## src/rtl/led_seq_pkg.sv

```systemverilog
// Shared mode encodings, bounce direction and pattern seeds for the LED sequencer.
package led_seq_pkg;

   localparam logic [1:0] MODE_ROL    = 2'b00;
   localparam logic [1:0] MODE_ROR    = 2'b01;
   localparam logic [1:0] MODE_BOUNCE = 2'b10;
   localparam logic [1:0] MODE_BLINK  = 2'b11;

   typedef enum logic {
      DIR_LEFT  = 1'b0,
      DIR_RIGHT = 1'b1
   } dir_e;

   // Blink starts from all LEDs lit; every other pattern starts from bit 0.
   function automatic logic [31:0] seed(input logic [1:0] mode, input int width);
      logic [63:0] ones;
      ones = (64'd1 << width) - 64'd1;
      return (mode == MODE_BLINK) ? ones[31:0] : 32'd1;
   endfunction

endpackage

```

## src/rtl/led_tick_div.sv

```systemverilog
// Programmable tick divider: one tick every (DIV_MAX >> speed) + 1 enabled cycles.
module led_tick_div #(
   parameter int DIV_MAX = 5000000,
   parameter int SPEED_W = 3
) (
   input  logic               clk,
   input  logic               rst,
   input  logic               en,
   input  logic [SPEED_W-1:0] speed,
   output logic               tick
);

   logic [31:0] limit;
   logic [31:0] count_q;
   logic [31:0] count_d;

   assign limit = 32'(DIV_MAX) >> speed;
   assign tick  = en && (count_q == 32'd0);

   // >= rather than == so a speed increase that strands count above the limit wraps at once.
   always_comb begin
      count_d = count_q;
      if (en) begin
         count_d = (count_q >= limit) ? 32'd0 : count_q + 32'd1;
      end
   end

   always_ff @(posedge clk) begin
      if (rst) begin
         count_q <= 32'd0;
      end else begin
         count_q <= count_d;
      end
   end

endmodule

```

## src/rtl/led_sequencer.sv

```systemverilog
// LED pattern sequencer: rotate-left, rotate-right, bounce and blink on a divided tick,
// with run/pause, runtime speed select and mode changes applied only on a tick.
module led_sequencer
   import led_seq_pkg::*;
#(
   parameter int WIDTH   = 16,
   parameter int DIV_MAX = 5000000,
   parameter int SPEED_W = 3
) (
   input  logic               clk,
   input  logic               rst,
   input  logic               en,
   input  logic [1:0]         mode,
   input  logic [SPEED_W-1:0] speed,
   output logic [WIDTH-1:0]   led,
   output logic               step
);

   logic             tick;
   logic [WIDTH-1:0] led_q, led_d;
   logic             step_q, step_d;
   logic [1:0]       mode_q, mode_d;
   dir_e             dir_q, dir_d;
   logic [WIDTH-1:0] led_seed;
   logic [WIDTH-1:0] rol, ror, shl, shr;

   led_tick_div #(
      .DIV_MAX (DIV_MAX),
      .SPEED_W (SPEED_W)
   ) u_div (
      .clk   (clk),
      .rst   (rst),
      .en    (en),
      .speed (speed),
      .tick  (tick)
   );

   assign led_seed = WIDTH'(seed(mode, WIDTH));

   // A single LED has nowhere to move, so every shift degenerates to a hold.
   generate
      if (WIDTH == 1) begin : g_narrow
         assign rol = led_q;
         assign ror = led_q;
         assign shl = led_q;
         assign shr = led_q;
      end else begin : g_wide
         assign rol = {led_q[WIDTH-2:0], led_q[WIDTH-1]};
         assign ror = {led_q[0], led_q[WIDTH-1:1]};
         assign shl = led_q << 1;
         assign shr = led_q >> 1;
      end
   endgenerate

   always_comb begin
      led_d  = led_q;
      dir_d  = dir_q;
      mode_d = mode_q;
      step_d = tick;
      if (tick) begin
         if (mode != mode_q) begin
            mode_d = mode;
            dir_d  = DIR_LEFT;
            led_d  = led_seed;
         end else begin
            case (mode_q)
               MODE_ROL: led_d = rol;
               MODE_ROR: led_d = ror;
               MODE_BOUNCE: begin
                  if (dir_q == DIR_LEFT) begin
                     if (led_q[WIDTH-1]) begin
                        dir_d = DIR_RIGHT;
                        led_d = shr;
                     end else begin
                        led_d = shl;
                     end
                  end else begin
                     if (led_q[0]) begin
                        dir_d = DIR_LEFT;
                        led_d = shl;
                     end else begin
                        led_d = shr;
                     end
                  end
               end
               default: led_d = ~led_q;
            endcase
         end
      end
   end

   always_ff @(posedge clk) begin
      if (rst) begin
         led_q  <= WIDTH'(1);
         step_q <= 1'b0;
         mode_q <= MODE_ROL;
         dir_q  <= DIR_LEFT;
      end else begin
         led_q  <= led_d;
         step_q <= step_d;
         mode_q <= mode_d;
         dir_q  <= dir_d;
      end
   end

   assign led  = led_q;
   assign step = step_q;

endmodule

```

## config.mk

```make
export PLATFORM = sky130hd
export DESIGN_NAME = led_sequencer
export DESIGN_NICKNAME = d
export VERILOG_FILES = /design/src/rtl/led_seq_pkg.sv /design/src/rtl/led_tick_div.sv /design/src/rtl/led_sequencer.sv
export SDC_FILE = /design/constraint.sdc
export NUM_CORES = 1
export LEC_CHECK = 0
export BUFFER_PORTS_ARGS = -buffer_cell sky130_fd_sc_hd__clkbuf_2
export CAP_MARGIN = 20
export CORE_MARGIN = 1
export CORE_UTILIZATION = 60
export CTS_CLUSTER_DIAMETER = 50
export DETAILED_ROUTE_END_ITERATION = 10
export PLACE_DENSITY = 0.83
export SYNTH_ARGS = -nofsm -noshare
export SYNTH_HDL_FRONTEND = slang
export SYNTH_SLANG_ARGS = --single-unit
```

## constraint.sdc

```tcl
create_clock -name clk -period 8.3 [get_ports clk]
set_clock_uncertainty 0.15 [all_clocks]
set_input_delay 0.415 -clock clk [delete_from_list [all_inputs] [get_ports clk]]
set_output_delay 0.415 -clock clk [all_outputs]
set_load 0.05 [all_outputs]
```

# After elaboration in Yosys (flattened, before gate mapping)
# Cells that the tools add are included.
dict set report totals {
  regBits 52
  inputBits 8
  output_inout_bits 17
}
dict set report op_classes {
  addsub 1
  order_cmp 1
  n_eq_ne 4
  shift 1
  mux 12
  n_bitwise 1
  n_reduce_logical 6
}
# cell count
set ops {}
lappend ops {{16-bit two-way mux} 5}
lappend ops {{16-bit case mux with 3 select lines} 1}
lappend ops {{32-bit by 1-bit adder with 32-bit output, second input constant} 1}
lappend ops {{32-bit greater-or-equal comparator} 1}
lappend ops {{32-bit zero test} 1}
lappend ops {{32-bit two-way mux} 1}
lappend ops {{23-bit by 3-bit right shift with 32-bit output, first input constant} 1}
lappend ops {{16-bit NOT} 1}
lappend ops {{1-bit two-way mux} 5}
lappend ops {{2-bit equality test, second input constant} 2}
lappend ops {{2-bit AND reduction} 2}
lappend ops {{2-bit by 1-bit equality test with 1-bit output, second input constant} 1}
lappend ops {{2-bit zero test} 1}
lappend ops {{2-bit inequality test} 1}
lappend ops {{2-bit nonzero test} 1}
lappend ops {{1-bit logical AND} 1}

# Logic depth before layout (Yosys ltp)
dict set report logic_depth {
  word_depth 4
  mapped_depth 14
}

# Modules after synthesis
# From an unflattened synthesis, not the netlist that was laid out.
dict set report unflattened {
  hier_cells 489
  hier_area_um2 4136.5
}
# module instances cells_per_inst area_per_inst_um2
set by_module_without_submodules {}
lappend by_module_without_submodules {led_tick_div 1 286 2442.3}
lappend by_module_without_submodules {led_sequencer 1 203 1694.1}

# Least setup slack after synthesis
# No wires, ideal clock.
dict set report synth_timing {
  kind {in2reg}
  from {input port speed[2]}
  to {register u_div.count_q[16]}
  setup_time_ns 0.119
  arrival_ns 3.092
  required_time_ns 8.031
  slack_ns 4.939
  path_stages 12
  n_path_buf 4
  path_cell_list {clkbuf_1 > clkbuf_1 > a21boi_0 > ha_1 > and4_1 > a2111oi_0 > or3_1 > a311oi_1 > a21o_1 > buf_6 > buf_12 > nor2_4}
}
dict set report synth_between {
  elab_chain_cells 3
}
# item line
set synth_rtl {}
lappend synth_rtl {{start: declaration} led_sequencer.sv:14} ;# input logic [SPEED_W-1:0] speed,
lappend synth_rtl {{23-bit by 3-bit right shift with 32-bit output} led_tick_div.sv:17} ;# assign limit = 32'(DIV_MAX) >> speed;
lappend synth_rtl {{32-bit greater-or-equal comparator} led_tick_div.sv:24} ;# count_d = (count_q >= limit) ? 32'd0 : count_q + 32'd1;
lappend synth_rtl {{32-bit two-way mux} led_tick_div.sv:24}
lappend synth_rtl {{end signal: assignment} led_tick_div.sv:32} ;# count_q <= count_d;
lappend synth_rtl {{end: declaration} led_tick_div.sv:14} ;# logic [31:0] count_q;
# No other way between the ends.
# A chain may end at the register's enable or synchronous reset.

# Final worst setup path
dict set report layout_timing {
  from {input port speed[1]}
  to {register u_div.count_q[30]}
}
# The elaborated chain is that of the path after synthesis.

==> out/qor.yml <==
flow_run:
  cap_violations: 0
placement:
  routabilityCongestion: 0.905
  post-dp-hpwl_um: 6110
  dp_cells: 535
  io_buffers: 24
detailed_routing:
  route.detailed.drc: 0
  ant_nets: 0
  wl_met1_um: 4100
  vias: 3389
  drt_iter0_markers: 308
  wirelength_um: 8500
  top_layer: "met4"
  routedWlPerCell_um: 15.6
  via_per_inst: 6.21
  drtPass1Iterations: 5
  route.met2.wl_um: 3990
  routed-wl-met3_um: 369
power:
  clkPwrFrac_pct: 26.1
  p_sw_share_pct: 34.6
  power_uw: 580
  ir_drop_mv: 0.123
  p_per_area_nw_per_um2: 141
  p_comb_share_pct: 26.4
  p_sw_uw: 200
  p_int_uw: 379
  pwr-share-seq_pct: 47.5
  leakage_nw: 1.70
cts:
  cts-root-buf: "clkbuf_8"
  clkLatencyLatePin_ns: 0.31
  cts_buffers: 5
  path_clk_slew_ns: 0.10
  cts_hold_buffers: 0
  cts_tree: "yes"
  cts_resized: 0
  cts_setup_buffers: 0
  h-tree-depth: 2
  cts_sinks: 52
  clockBufferDepth: 2
critical_path:
  cpMaxStageDelayCell: "a311oi_1"
  timing.critical_path.cells: "clkbuf_2, inv_1, ha_1, inv_1, nand2_1, a21boi_0, ha_1, nand3_1, nor3_1, o311ai_0, a311oi_1, a21o_2, buf_12, nor2_1"
  cp-end-kind: "register"
  criticalPathCategory: "input pin to register"
  path_max_fanout: 22
  critical_path_arrival_ns: 4.02
  critPathLaunchType: "input pin"
  cp_data_required_time_ns: 8.34
  critPathMaxStageDelay_ns: 0.89
synthesis:
  synth_cells: 462
  synth_edf_count: 0
  async_reset_ff_share_pct: 0
  synth.area.top_cells: "dfxtp_1 27%, ha_1 10%, nor2_4 5.8%"
  syn-cell-area_um2: 3860
  netlist.top_cell.by_area: "dfxtp_1"
  synthFlopType: "dfxtp_1"
  yosysSeqAreaShare_pct: 27.0
  yosysWarnings: 0
  synth_nets: 502
  synth_top_cell_area_share_pct: 27.0
  syn_avg_cell_area_um2: 8.36
  synth-seq-cells: 52
  synth_cell_types: 57
finish:
  drive_gt1_share_pct: 14.2
  diodes: 0
  areaGrowthSynthToFinish_pct: 6.12
  layout_common_cells: "54 x nand2_1, 52 x dfxtp_1, 32 x ha_1"
  fin_nets: 510
  final_common_cell: "nand2_1"
  fillCellCount: 478
  finalNonFillerCells: 546
sta:
  fmax_mhz: 251
  min_period_over_period_pct: 48.0
  slew_viol_final: 0
  setup_viol: 0
  worstMarginPinSlew_ns: 1.03
  rsz0062_at_grt: "no"
  fin_crit_ns: 3.98
  setup-tns-final_ns: 0
  final_hold_viol_count: 0
  relSlewSlack_pct: 30.6
floorplan:
  core_um2: 6060
  die_h_um: 82.2
  die_x_um: 82.2
  start_util_pct: 63.7
  num_rows: 28
  io_pins: 25
  dieArea_um2: 6760
grt:
  grt_pass1_vias: 3023
  grt_pass1_wl_um: 14200
  grt.overflow.total: 0
  antenna_found_initial: 0
  grt_max_degree: 38
  grt.total_usage_pct: 26.9
hold_path:
  hp-class: "input pin to register"
run_status:
  outcome: "completed"
[final cells by class]
class                           count  area [um^2]  area share, %
Multi-Input combinational cell    356         2580           62.9
Clock buffer                        7         86.3           2.11
Timing Repair Buffer               29          194           4.73
Sequential cell                    52         1040           25.4
Inverter                           26         97.6           2.38
Clock inverter                      1         7.51          0.183
Tap cell                           75         93.8           2.29
[power by group through the flow]
stage	registers, mW	logic, mW	clock network, mW
final	0.275	0.153	0.151
after global routing	0.277	0.169	0.165
after CTS	0.277	0.146	0.154
after detailed placement	0.283	0.145	0
after global placement	0.283	0.141	0
after floorplan	0.308	0.0896	0
[per-layer routing]
layer,vias up,track usage (%)
li1,1674,-
met1,1627,38.5
met2,83,42.6
met3,5,3.63
met4,0,6.14
met5,-,0
[per-stage QoR]
step	utilization, %	setup slack [ns]	hold WS (ns)	area, um^2
2_1_floorplan	-	4.94	0.349	3860
3_3_place_gp	65.1	3.98	0.364	3950
3_5_place_dp	65.1	3.70	0.380	3950
4_1_cts	66.7	3.99	0.223	4040
5_1_grt	67.6	4.08	0.242	4100
6_report	67.6	4.32	0.235	4100
[critical path, delay by kind of cell]
family,cells,cell delay (ns)
AOI/OAI and AO/OA,4,1.73
and+or+nand+nor,4,0.55
adders and majority gates,2,0.68
buffers and inverters,4,0.65
[logic make-up after synthesis]
logic type | synth area share (%)
AOI/OAI and AO/OA | 16.8
xor gates and xnor gates | 6.80
adders and majority gates | 10.4
buffers and inverters | 6.32
DFF | 27.0
muxes | 4.70
and+or+nand+nor | 28.1
[state kept, by name, summed over array words and instances, names as in the netlist]
signal,count
u_div.count_q,32
led,16
mode_q,2
step,1
dir_q,1
[worst paths after layout]
kind	startpoint	end	slack, ns	cells past startpoint
hold reg to reg	u_div.count_q[31]$_SDFFE_PP0P_	u_div.count_q[31]$_SDFFE_PP0P_	0.40	2
setup / recovery	speed[1]	u_div.count_q[30]$_SDFFE_PP0P_	4.32	14
hold / removal	mode[0]	mode_q[0]$_SDFFE_PP0P_	0.23	3
setup reg to reg	u_div.count_q[15]$_SDFFE_PP0P_	u_div.count_q[30]$_SDFFE_PP0P_	4.92	8
[synthesized netlist by cell type, drive strengths merged, types with 2 or more instances]
cell type / instances
a211o: 3
a21boi: 2
a21o: 4
a21oi: 12
a221oi: 17
a22o: 2
a31oi: 2
and2: 2
and3: 10
and4: 6
buf: 6
clkbuf: 22
dfxtp: 52
ha: 32
inv: 25
mux2i: 17
nand2: 54
nand2b: 3
nand3: 16
nand4: 8
nor2: 46
nor2b: 9
nor3: 3
nor3b: 2
nor4: 12
nor4b: 2
o211ai: 15
o21ai: 25
o31ai: 4
or3: 3
or4: 2
xnor2: 7
xor2: 23
No activity file was read; power rests on OpenSTA's default activity.
